--- config.mk ---
export PLATFORM = sky130hd
export DESIGN_NAME = serial_shift_detector
export DESIGN_NICKNAME = d
export VERILOG_FILES = /design/src/rtl/serial_shift_detector.sv
export SDC_FILE = /design/constraint.sdc
export NUM_CORES = 1
export LEC_CHECK = 0
export CAP_MARGIN = 25
export CORE_MARGIN = 3
export CORE_UTILIZATION = 51
export DETAILED_ROUTE_END_ITERATION = 7
export PLACE_DENSITY = 0.82
export SYNTH_ARGS = -nofsm -noshare
export SYNTH_HDL_FRONTEND = slang
export SYNTH_SLANG_ARGS = --single-unit
--- constraint.sdc ---
create_clock -name clk -period 5.5 [get_ports clk]
set_clock_uncertainty 0.2 [all_clocks]
set_input_delay 1.375 -clock clk [delete_from_list [all_inputs] [get_ports clk]]
set_output_delay 1.375 -clock clk [all_outputs]
set_load 0.05 [all_outputs]
--- src/rtl/serial_shift_detector.sv ---
// rtl/serial_shift_detector.sv - serial-in shift register with pattern matcher and saturating match counter
module serial_shift_detector #(
  parameter int WIDTH   = 4,
  parameter int CNT_W   = 8,
  parameter int OVERLAP = 1
) (
  input  logic             clk,
  input  logic             reset,
  input  logic             en,
  input  logic             a,
  input  logic             dir,
  input  logic             clear,
  input  logic [WIDTH-1:0] pattern,
  output logic [WIDTH-1:0] r,
  output logic             full,
  output logic             match,
  output logic [CNT_W-1:0] match_count
);

  localparam int FILL_W = $clog2(WIDTH + 1);
  localparam logic [FILL_W-1:0] FILL_MAX = FILL_W'(WIDTH);
  localparam logic [CNT_W-1:0]  CNT_MAX  = '1;

  logic [FILL_W-1:0] fill;
  logic [FILL_W-1:0] fill_next;
  logic [WIDTH-1:0]  r_next;
  logic              hit;

  // Matching looks at the state the register will hold after this shift,
  // so match lines up with r showing the matching value.
  always_comb begin
    r_next    = dir ? {a, r[WIDTH-1:1]} : {r[WIDTH-2:0], a};
    fill_next = (fill == FILL_MAX) ? fill : fill + FILL_W'(1);
    hit       = (fill_next == FILL_MAX) && (r_next == pattern);
  end

  always_ff @(posedge clk) begin
    if (reset || clear) begin
      r           <= '0;
      fill        <= '0;
      match       <= 1'b0;
      match_count <= '0;
    end else if (en) begin
      r     <= r_next;
      match <= hit;
      // Non-overlapping mode forgets the bit history once a match is taken.
      if (hit && (OVERLAP == 0))
        fill <= '0;
      else
        fill <= fill_next;
      if (hit && (match_count != CNT_MAX))
        match_count <= match_count + CNT_W'(1);
    end else begin
      match <= 1'b0;
    end
  end

  assign full = (fill == FILL_MAX);

endmodule

; ---- After elaboration in Yosys (flattened, before gate mapping)
; Index checks and enable logic that the tools add are counted.
[op_classes]
n_addsub = 2
mul = 0
div_mod_pow = 0
magnitude_cmp = 0
eq_ne = 4
n_shift = 0
muxes = 2
bitwise_logic = 1
n_reduce_logical = 5
[op_table]
columns = operator, n
row1 = "8-bit by 1-bit adder with 8-bit output, second input constant", 1
row2 = "8-bit inequality test, second input constant", 1
row3 = "3-bit equality test, second input constant", 2
row4 = 4-bit equality test, 1
row5 = 4-bit 2-to-1 mux, 1
row6 = "3-bit by 1-bit adder with 3-bit output, second input constant", 1
row7 = 3-bit 2-to-1 mux, 1
row8 = 1-bit logical AND, 2
row9 = 2-bit AND reduction, 1
row10 = 2-bit OR reduction, 1
row11 = 1-bit logical OR, 1
row12 = 1-bit NOT, 1
[word_totals]
regBits = 16
latchBits = 0
ramBits = 0
romBits = 0
out_inout_bits = 14
word_cells = 18
mem_count = 0

; ---- Depth between registers and ports, before layout
[logic_depth]
depth_word = 6
ltp_mapped = 8
mapped_depth_nobuf = 7

; ---- Least setup slack after synthesis
; No wires, ideal clock.
[synth_timing]
path_type = input to register
startpoint = input dir
endpoint = register match_count[4]
setup_ns = 0.070
t_arrival_ns = 2.850
required_ns = 5.230
path_slack_ns = 2.380
stages = 6
path_buffers = 1
path_cell_list = buf_4 > mux2i_1 > mux2i_1 > nand3_1 > or4_1 > a21oi_1
[synth_via]
elab_chain_len = 5
[synth_rtl]
columns = item, line_no
row1 = start: declaration, 11  ; input logic dir,
row2 = 4-bit 2-to-1 mux, 32  ; r_next = dir ? {a, r[WIDTH-1:1]} : {r[WIDTH-2:0], a};
row3 = 4-bit equality test, 34  ; hit = (fill_next == FILL_MAX) && (r_next == pattern);
row4 = 1-bit logical AND, 34
row5 = 1-bit logical AND, 51  ; if (hit && (match_count != CNT_MAX))
row6 = 2-bit AND reduction (no line), n/a
row7 = end signal: assignment, 52  ; match_count <= match_count + CNT_W'(1);
row8 = end: declaration, 17  ; output logic [CNT_W-1:0] match_count
; Every way passes these cells.
; A chain may end at the register's enable or synchronous reset.

; ---- Worst setup path in the final report
; Same ends and word-level chain as after synthesis.

==> impl_results.md <==
- Largest vdd supply drop: 0.171 mV
- Final setup violation count: 0
- DPL Wire Length: 1630 µm
- Required arrival time at the worst endpoint: 5530 ps
- Post-synthesis sequential element count: 16
- Data arrival time of the worst path: 3730 ps
- CP max FO: 10
- Most frequent cell after synthesis: dfxtp_1
- Highest layer used for signal routing: met4
- Clock buffer depth: 2
- Initial core utilization: 58.4%
- Core outline area: 0.00163 mm²
- Total internal power: 173 µW
- M1 WL: 1020 µm
- DIE WIDTH: 49.2 µm
- P_sw: 64.4 µW
- Fin. Hold Viols: 0
- Length of routed met2 wiring: 1050 µm
- Share of async-settable or async-resettable flops after synthesis: 0%
- Result of the run: complete, no violations
- Pin count of the biggest net entering global routing: 15
- Via-to-Cell Ratio: 5.81
- Via count: 907
- Number of filler instances in the final layout: 122
- Worst hold path class: reg -> reg
- Net count after synthesis: 122
- Relative slew slack: 65.4%
- Commonest cells in the netlist: dfxtp_1, mux2i_1, nand3_1
- Antenna-violating nets left: 0
- Setup repair after global routing missed its margin: no
- Minimum clock period: 3700 ps
- Final WL: 2210 µm
- Transition time at the pin with the least slew margin: 514 ps
- Number of buffers inserted during clock tree synthesis: 3
- Maximum operating frequency: 270 MHz
- Count of warnings emitted by yosys: 0
- TritonCTS clock tree: done
- Post-cts gate resize count: 0
- Net count reported at finish: 146
- Via count of the first global-routing pass: 883
- Io pins: 24
- DRC violations left: 0
- Share of the synthesized area in the top cell type: 33.6%
- Total Neg Setup Slack: 0 ps
- Buffers on Ports: 23
- Post-synthesis cell type count: 33
- Clock insertion delay at the later pin of the skew report: 300 ps
- Gate count after technology mapping: 109
- Fraction of final layout cells with drive strength greater than 1: 5.30%
- Area added between synthesis and finish: 28.4%
- Clock Root Buffer: clkbuf_4
- Max capacitance violation total: 0
- Portion of total power attributed to combinational logic: 15.1%
- Period utilization: 67.3%
- Initial DRC Count: 25
- Number of buffers inserted by hold repair at cts: 0
- Primary FF master, synth: dfxtp_1
- Wire length of the first global-routing pass: 3790 µm
- Routed wirelength normalized by instance count: 14.2 µm
- Die Footprint: 0.00242 mm²
- Net switching fraction of the power: 27.1%
- Post-Synthesis Cell Area: 952 µm²
- Seq pwr share: 50.2%
- Storage element area: 320 µm²
- Crit path capture type: register
- Count of flip-flops with a built-in enable after synthesis: 0
- Relative contribution of the clock network to total power: 34.7%
- Overall global routing resource usage: 19.6%
- Sequential-to-total area share from yosys stat: 33.6%
- Biggest area consumer among synthesized cells: dfxtp_1
- Number of cell rows: 14
- Clock transition at the register clock pins on the worst setup and hold paths after CTS: 100 ps
- Design Power: 238 µW
- Sink Count: 16
- Number of H-tree levels: 1
- Antenna violations before repair: 0
- Kind of launch point of the worst setup path: input port
- Final Slew Violations: 0
- Number of detailed-route iterations in the first pass: 4
- Detailed route wirelength on metal3: 84 µm
- Total power per unit cell area: 195 mW/mm²
- Overflow left after global routing: 0
- Critical path start-end classification: in -> reg
- Number of post-CTS setup repair buffers: 0
- Diode count: 0
- Multi-input combinational cell area: 583 µm²
- Main area contributors after synthesis: dfxtp_1, mux2i_1, xor2_1, ha_1, nand3_1
- Die height: 49.2 µm
- RD Place Congestion: 0.779
- Syn avg cell area: 8.74 µm²
- Reported leakage power: 0.000442 µW
-- placed cells by master (no fill, tap or decap), types with 2 or more instances in the layout --
cell type / count
a211oi_1: 4
a21oi_1: 6
and3_1: 2
clkbuf_4: 3
clkdlybuf4s50_1: 23
dfxtp_1: 16
ha_1: 3
inv_1: 6
mux2i_1: 9
nand2_1: 5
nand2b_1: 3
nand3_1: 7
nand4_1: 2
nor2_1: 6
nor3_1: 5
o21a_1: 2
o21ai_0: 2
o311ai_0: 2
o31ai_1: 3
o41ai_1: 2
or3_1: 3
or4_1: 3
xor2_1: 5
-- registers in the layout (all words and copies together), names as in the netlist --
signal,flops
fill,3
r,4
match,1
match_count,8
-- path summary, 6_finish.rpt --
path / depth (start not counted) / start / to / slack, ps
min reg2reg: 2 / fill[1] / fill[1] / 310
max reg2reg: 7 / fill[0] / match_count[4] / 2900
min: 2 / fill[1] / fill[1] / 310
max: 6 / dir / match_count[4] / 1800
-- worst max-delay path, cell delays in order --
cell and delay, ps:
clkdlybuf4s50_1 750, mux2i_1 300, mux2i_1 290, nand3_1 290
or4_1 550, a21oi_1 160
-- logic make-up after synthesis --
| family | after synthesis | share of synthesized area, % |
|---|---|---|
| compound gates | 24 | 18.5 |
| flops | 16 | 33.6 |
| fa+ha+maj | 3 | 3.94 |
| xor+xnor | 6 | 5.52 |
| buf+inv | 10 | 5.13 |
| mux | 9 | 9.46 |
| simple gates | 41 | 23.8 |
-- per-stage QoR --
stage,hold slack (ps),utilization (%),instances,cell area [µm²],worst slack (ps)
floorplan,266,-,109,952,2380
global placement,281,72.8,152,1190,1670
detailed placement,296,72.8,152,1190,1530
CTS,312,75.0,156,1220,1840
global route,342,75.0,156,1220,1650
finish,305,75.0,156,1220,1800
-- power by group through the flow --
| stage | Sequential, µW | Combinational, µW | Clock [µW] |
|---|---|---|---|
| floorplan | 125 | 18.9 | 0 |
| global placement | 122 | 34.7 | 0 |
| detailed placement | 122 | 35.6 | 0 |
| CTS | 119 | 36.0 | 84.3 |
| global route | 120 | 38.9 | 87.6 |
| finish | 119 | 36.0 | 82.6 |
-- cell type report --
cell class | instances | area share, %
Multi-Input combinational cell | 83 | 47.7
Sequential cell | 16 | 26.2
Timing Repair Buffer | 23 | 18.8
Clock buffer | 4 | 2.97
Tap cell | 24 | 2.46
Inverter | 6 | 1.84
-- metal layers --
layer,global-route usage (%),up-vias
met5,0,-
met4,10.4,0
met3,2.14,7
met2,32.8,21
met1,24.4,425
li1,-,454
Note: power is estimated with default switching activity, not from simulation.
